===== config.mk =====
export PLATFORM = sky130hd
export DESIGN_NAME = adt7420_temp_to_bcd
export DESIGN_NICKNAME = d
export VERILOG_FILES = /design/src/rtl/adt7420_temp_to_bcd.sv
export SDC_FILE = /design/constraint.sdc
export NUM_CORES = 1
export LEC_CHECK = 0
export ABC_AREA = 1
export ABC_CLOCK_PERIOD_IN_PS = 4200
export CORE_ASPECT_RATIO = 2
export CORE_MARGIN = 4
export CORE_UTILIZATION = 30
export CTS_CLUSTER_DIAMETER = 50
export DETAILED_ROUTE_END_ITERATION = 12
export SETUP_SLACK_MARGIN = 0.4
export SLEW_MARGIN = 20
export SYNTH_ARGS = -nofsm -noshare
export SYNTH_HDL_FRONTEND = slang
export SYNTH_SLANG_ARGS = --single-unit
export TNS_END_PERCENT = 10

===== constraint.sdc =====
create_clock -name clk -period 4.2 [get_ports clk]
set_clock_uncertainty 0.1 [all_clocks]
set_input_delay 0.84 -clock clk [delete_from_list [all_inputs] [get_ports clk]]
set_output_delay 0.84 -clock clk [all_outputs]
set_load 0.005 [all_outputs]

===== src/rtl/adt7420_temp_to_bcd.sv =====
// adt7420_temp_to_bcd
// Turns a 13-bit ADT7420 temperature word into three packed BCD digits of |T|
// in tenths of a degree {tens, ones, tenths}. It also reports the sign and a
// saturation flag. Conversion is sequential: one scaling cycle, ten
// double-dabble cycles, then one cycle to publish the result.
module adt7420_temp_to_bcd #(
  parameter int FRAC_BITS = 4,
  parameter int CLAMP_MAX = 999
) (
  input  logic        clk,
  input  logic        reset,
  input  logic [15:0] raw_temp,
  input  logic        sample_valid,
  output logic [11:0] bcd_temp,
  output logic        negative,
  output logic        over_range,
  output logic        bcd_valid,
  output logic        busy
);

  typedef enum logic [1:0] {
    IDLE    = 2'd0,
    SCALE   = 2'd1,
    CONVERT = 2'd2,
    DONE    = 2'd3
  } state_t;

  state_t      state_q, state_d;
  logic [12:0] t_q, t_d;             // captured two's-complement reading
  logic        neg_q, neg_d;         // sign of the reading being converted
  logic        ovf_q, ovf_d;         // magnitude was saturated to CLAMP_MAX
  logic [9:0]  bin_q, bin_d;         // binary tenths being shifted out
  logic [11:0] bcd_q, bcd_d;         // BCD accumulator being shifted in
  logic [3:0]  cnt_q, cnt_d;         // shift count within CONVERT
  logic [11:0] bcd_temp_q, bcd_temp_d;
  logic        negative_q, negative_d;
  logic        over_range_q, over_range_d;
  logic        bcd_valid_q, bcd_valid_d;
  logic        busy_q, busy_d;

  // Bits [2:0] of the sensor word are status/flag bits and carry no temperature.
  logic unused_raw_bits;
  assign unused_raw_bits = ^raw_temp[2:0];

  // Scaling path. The magnitude is 13 bits unsigned, so -4096 maps to 4096 without wrapping.
  logic [12:0] mag;
  logic [15:0] prod;
  logic [15:0] tenths;
  logic        clamp;

  assign mag    = t_q[12] ? (~t_q + 13'd1) : t_q;
  assign prod   = {3'b000, mag} * 16'd10;
  assign tenths = prod >> FRAC_BITS;
  assign clamp  = (tenths > 16'(CLAMP_MAX));

  // Add-3 correction for each BCD digit, applied before every shift.
  logic [11:0] bcd_adj;
  generate
    for (genvar gi = 0; gi < 3; gi++) begin : g_dabble
      assign bcd_adj[gi*4 +: 4] = (bcd_q[gi*4 +: 4] >= 4'd5) ?
                                  (bcd_q[gi*4 +: 4] + 4'd3) : bcd_q[gi*4 +: 4];
    end
  endgenerate

  // State register and datapath registers; reset discards any conversion in flight.
  always_ff @(posedge clk) begin
    if (reset) begin
      state_q      <= IDLE;
      t_q          <= '0;
      neg_q        <= 1'b0;
      ovf_q        <= 1'b0;
      bin_q        <= '0;
      bcd_q        <= '0;
      cnt_q        <= '0;
      bcd_temp_q   <= 12'h000;
      negative_q   <= 1'b0;
      over_range_q <= 1'b0;
      bcd_valid_q  <= 1'b0;
      busy_q       <= 1'b0;
    end else begin
      state_q      <= state_d;
      t_q          <= t_d;
      neg_q        <= neg_d;
      ovf_q        <= ovf_d;
      bin_q        <= bin_d;
      bcd_q        <= bcd_d;
      cnt_q        <= cnt_d;
      bcd_temp_q   <= bcd_temp_d;
      negative_q   <= negative_d;
      over_range_q <= over_range_d;
      bcd_valid_q  <= bcd_valid_d;
      busy_q       <= busy_d;
    end
  end

  // Next-state and datapath control for the IDLE -> SCALE -> CONVERT -> DONE sequence.
  always_comb begin
    state_d      = state_q;
    t_d          = t_q;
    neg_d        = neg_q;
    ovf_d        = ovf_q;
    bin_d        = bin_q;
    bcd_d        = bcd_q;
    cnt_d        = cnt_q;
    bcd_temp_d   = bcd_temp_q;
    negative_d   = negative_q;
    over_range_d = over_range_q;
    bcd_valid_d  = 1'b0;

    case (state_q)
      IDLE: begin
        if (sample_valid) begin
          t_d     = raw_temp[15:3];
          state_d = SCALE;
        end
      end
      SCALE: begin
        neg_d   = t_q[12];
        ovf_d   = clamp;
        bin_d   = clamp ? 10'(CLAMP_MAX) : tenths[9:0];
        bcd_d   = '0;
        cnt_d   = '0;
        state_d = CONVERT;
      end
      CONVERT: begin
        {bcd_d, bin_d} = {bcd_adj, bin_q} << 1;
        cnt_d          = cnt_q + 4'd1;
        if (cnt_q == 4'd9) begin
          state_d = DONE;
        end
      end
      DONE: begin
        bcd_temp_d   = bcd_q;
        negative_d   = neg_q;
        over_range_d = ovf_q;
        bcd_valid_d  = 1'b1;
        state_d      = IDLE;
      end
      default: state_d = IDLE;
    endcase

    // Busy covers the whole conversion plus the cycle in which bcd_valid is shown.
    busy_d = (state_d != IDLE) || bcd_valid_d;
  end

  assign bcd_temp   = bcd_temp_q;
  assign negative   = negative_q;
  assign over_range = over_range_q;
  assign bcd_valid  = bcd_valid_q;
  assign busy       = busy_q;

endmodule

==> metrics.log <==
[metrics] status: finished, final reports clean
[metrics] endpoint required time on the critical path: 4.36 ns
[metrics] placeable core area: 12600 um2
[metrics] clock tree from TritonCTS: built
[metrics] leading area contributor after synthesis: dfxtp_1
[metrics] ports placed on the boundary: 35
[metrics] highest ir drop seen on vdd: 0.319 mV
[metrics] effective utilization at floorplan: 0.307
[metrics] vias in the first global route: 3598
[metrics] input/output buffers: 31
[metrics] synth top area cells: dfxtp_1 31%, nand2_1 11%, ha_1 11%
[metrics] overall die area: 14800 um2
[metrics] power density over the cells: 545 nW/um2
[metrics] root buffer selected by CTS: clkbuf_16
[metrics] RSZ-0062 raised after global routing: no
[metrics] clk_lat worst skew: 0.33 ns
[metrics] critical path class: register to register
[metrics] final estimated routing congestion in global placement: 0.857
[metrics] antenna violations before repair: 0
[metrics] signed area change from the synthesized netlist to the final layout: 21.2%
[metrics] synthesized flop and latch total: 59
[metrics] number of pins exceeding their max-slew limit in the final report: 0
[metrics] Worst Path Max Fanout: 6
[metrics] static power due to leakage: 2.09 nW
[metrics] diode insertion count for antenna repair: 0
[metrics] layout cells sized above 1: 0.121
[metrics] antenna violation net count after detailed routing: 0
[metrics] fill cell total of the finished layout: 1302
[metrics] arrival time at the worst endpoint: 3.64 ns
[metrics] setup_tns: 0 ns
[metrics] warning count from the yosys run: 0
[metrics] pin count of the biggest net entering global routing: 35
[metrics] clock sinks: 59
[metrics] kind of start point of the critical path: register
[metrics] Post-Synthesis Cell Area: 3850 um2
[metrics] leading cell types by count after synthesis: 112 x nand2_1, 67 x inv_1, 59 x dfxtp_1, 54 x a21oi_1, 54 x nor2_1
[metrics] most common cell in the netlist: nand2_1
[metrics] GRT Overall Usage: 0.136
[metrics] worst-case headroom to the max-slew limit: 0.386
[metrics] overall power consumption: 2.55 mW
[metrics] horizontal die dimension: 88.2 um
[metrics] Vias/cell: 4.80
[metrics] detailed placer's ending HPWL: 7.28 mm
[metrics] Worst-path clk slew: 0.05 ns
[metrics] number of clock buffers inserted by TritonCTS: 9
[metrics] Die Span Y: 168 um
[metrics] final number of hold-violating endpoints: 0
[metrics] peak clock frequency supported by timing: 0.287 GHz
[metrics] Final setup violation count: 0
[metrics] global-route wire length before repair: 16.2 mm
[metrics] worst-case setup slack after placement: 0.433 ns
[metrics] First-pass DRT Iterations: 4
[metrics] final cycle utilization of the critical path: 0.829
[metrics] final net count: 636
[metrics] total detailed-routing wirelength: 9.58 mm
[metrics] number of violations of the max-capacitance limit: 0
[metrics] vias after detailed routing: 3546
[metrics] number of buffers between clock root and the deepest sink: 2
[metrics] kind of capture point of the worst setup path: register
[metrics] Placement Rows: 58
[metrics] remaining global-route overflow: 0
[metrics] sequential element share of the synthesized area: 0.306
[metrics] most used flip-flop cell after synthesis: dfxtp_1
[metrics] Post-synth ARST share: 0
[metrics] synth unique cells: 39
[metrics] number of enable flip-flop cells after synthesis: 0
[metrics] drt first-iter violations: 156
[metrics] Mapped Nets: 605
[metrics] slew at the pin closest to its max-slew limit: 0.921 ns
[metrics] total DRC errors in the routed layout: 0
[metrics] final instance count without filler cells: 738
[metrics] average cell area after synthesis: 6.98 um2
[metrics] level count of the clock H-tree: 3
[metrics] time the final worst path needs with I/O delays and setup: 3.48 ns
[metrics] area fraction of the dominant cell type after synthesis: 0.306
[metrics] number of placed instances with taps included: 717
[metrics] Worst Slack Setup Final: 0.720 ns
[metrics] worst min-delay path class: register to register
[metrics] routed length per instance: 13.0 um
[metrics] instance count of the mapped netlist: 552
-- through the flow --
step	area, um2	utilization	hold WS [ns]
6_report	4670	0.372	0.365
5_1_grt	4670	0.372	0.397
4_1_cts	4580	0.365	0.367
3_5_place_dp	4250	0.339	0.355
3_3_place_gp	4250	0.339	0.358
2_1_floorplan	3850	-	0.341
-- layout by cell type, fill, tap and decap left out, drive strengths merged, types with 2 or more instances in the layout --
| cell | instances |
|---|---|
| nand2 | 121 |
| inv | 72 |
| nor2 | 63 |
| a21oi | 63 |
| dfxtp | 59 |
| o21ai | 49 |
| nand3 | 41 |
| ha | 33 |
| clkdlybuf4s50 | 31 |
| xor2 | 11 |
| clkbuf | 10 |
| nand4 | 6 |
| buf | 5 |
| nor3 | 5 |
| clkinv | 3 |
| clkinvlp | 2 |
| bufinv | 2 |
| or2 | 2 |
-- final timing paths --
path / startpoint / end / slack [ns] / cells after the start
worst min-delay path: bin_q[9] / bcd_q[0] / 0.36 / 2
worst min register to register: bin_q[9] / bcd_q[0] / 0.36 / 2
worst max-delay path: t_q[0] / bin_q[9] / 0.72 / 18
worst max register to register: t_q[0] / bin_q[9] / 0.72 / 18
-- timing repair --
item                       CTS  global route
hold buffers                 0             0
setup buffers                0             4
gates resized for setup      0            11
setup endpoints to repair    0            11
-- area by class of cell --
cell class	count	area, um2	share of cell area
inverter	73	274	0.0587
timing repair buffer	36	348	0.0745
sequential	59	1180	0.253
clock buffer	10	239	0.0512
clock inverter	6	88.8	0.0190
tap	150	188	0.0402
multi-input combinational	404	2350	0.503
-- logic make-up after synthesis --
kind of cell	Yosys count	share of synthesized area
buf+inv	90	0.0996
compound gates	118	0.167
simple gates	240	0.290
xor+xnor	11	0.0250
fa+ha+maj	34	0.112
flops	59	0.306
-- metal layers --
metal | global-route usage | wire, um | part of all wire
met5 | 0 | 0 | 0
met4 | 0.0651 | 189 | 0.020
met3 | 0.0264 | 218 | 0.023
met2 | 0.269 | 5770 | 0.60
met1 | 0.127 | 3400 | 0.36
-- flip-flops by register name (all words and copies together), names as in the netlist --
register and count:
t_q 13, bcd_q 12, bcd_temp 12, bin_q 10, cnt_q 4, state_q 2, bcd_valid 1, busy 1
neg_q 1, negative 1, over_range 1, ovf_q 1
-- report_power, final --
group / internal [mW] / switching, mW
logic: 0.401 / 0.676
registers: 0.624 / 0.0425
clock network: 0.535 / 0.266
total: 1.56 / 0.985
-- critical path, stage by stage, from the launching register on --
cell     delay [ns]
dfxtp_1        0.32
nor3_2         0.19
nand3_1        0.17
o31ai_4        0.25
nand2_1        0.13
xor2_2         0.18
ha_1           0.30
ha_1           0.40
nand2_1        0.15
inv_1          0.05
a21oi_1        0.20
nand3_1        0.12
nand2_2        0.12
inv_1          0.07
nor2_4         0.18
nand4_4        0.17
nand3_1        0.13
nand2_1        0.07
a21oi_2        0.11
Note: power is estimated with default switching activity, not from simulation.
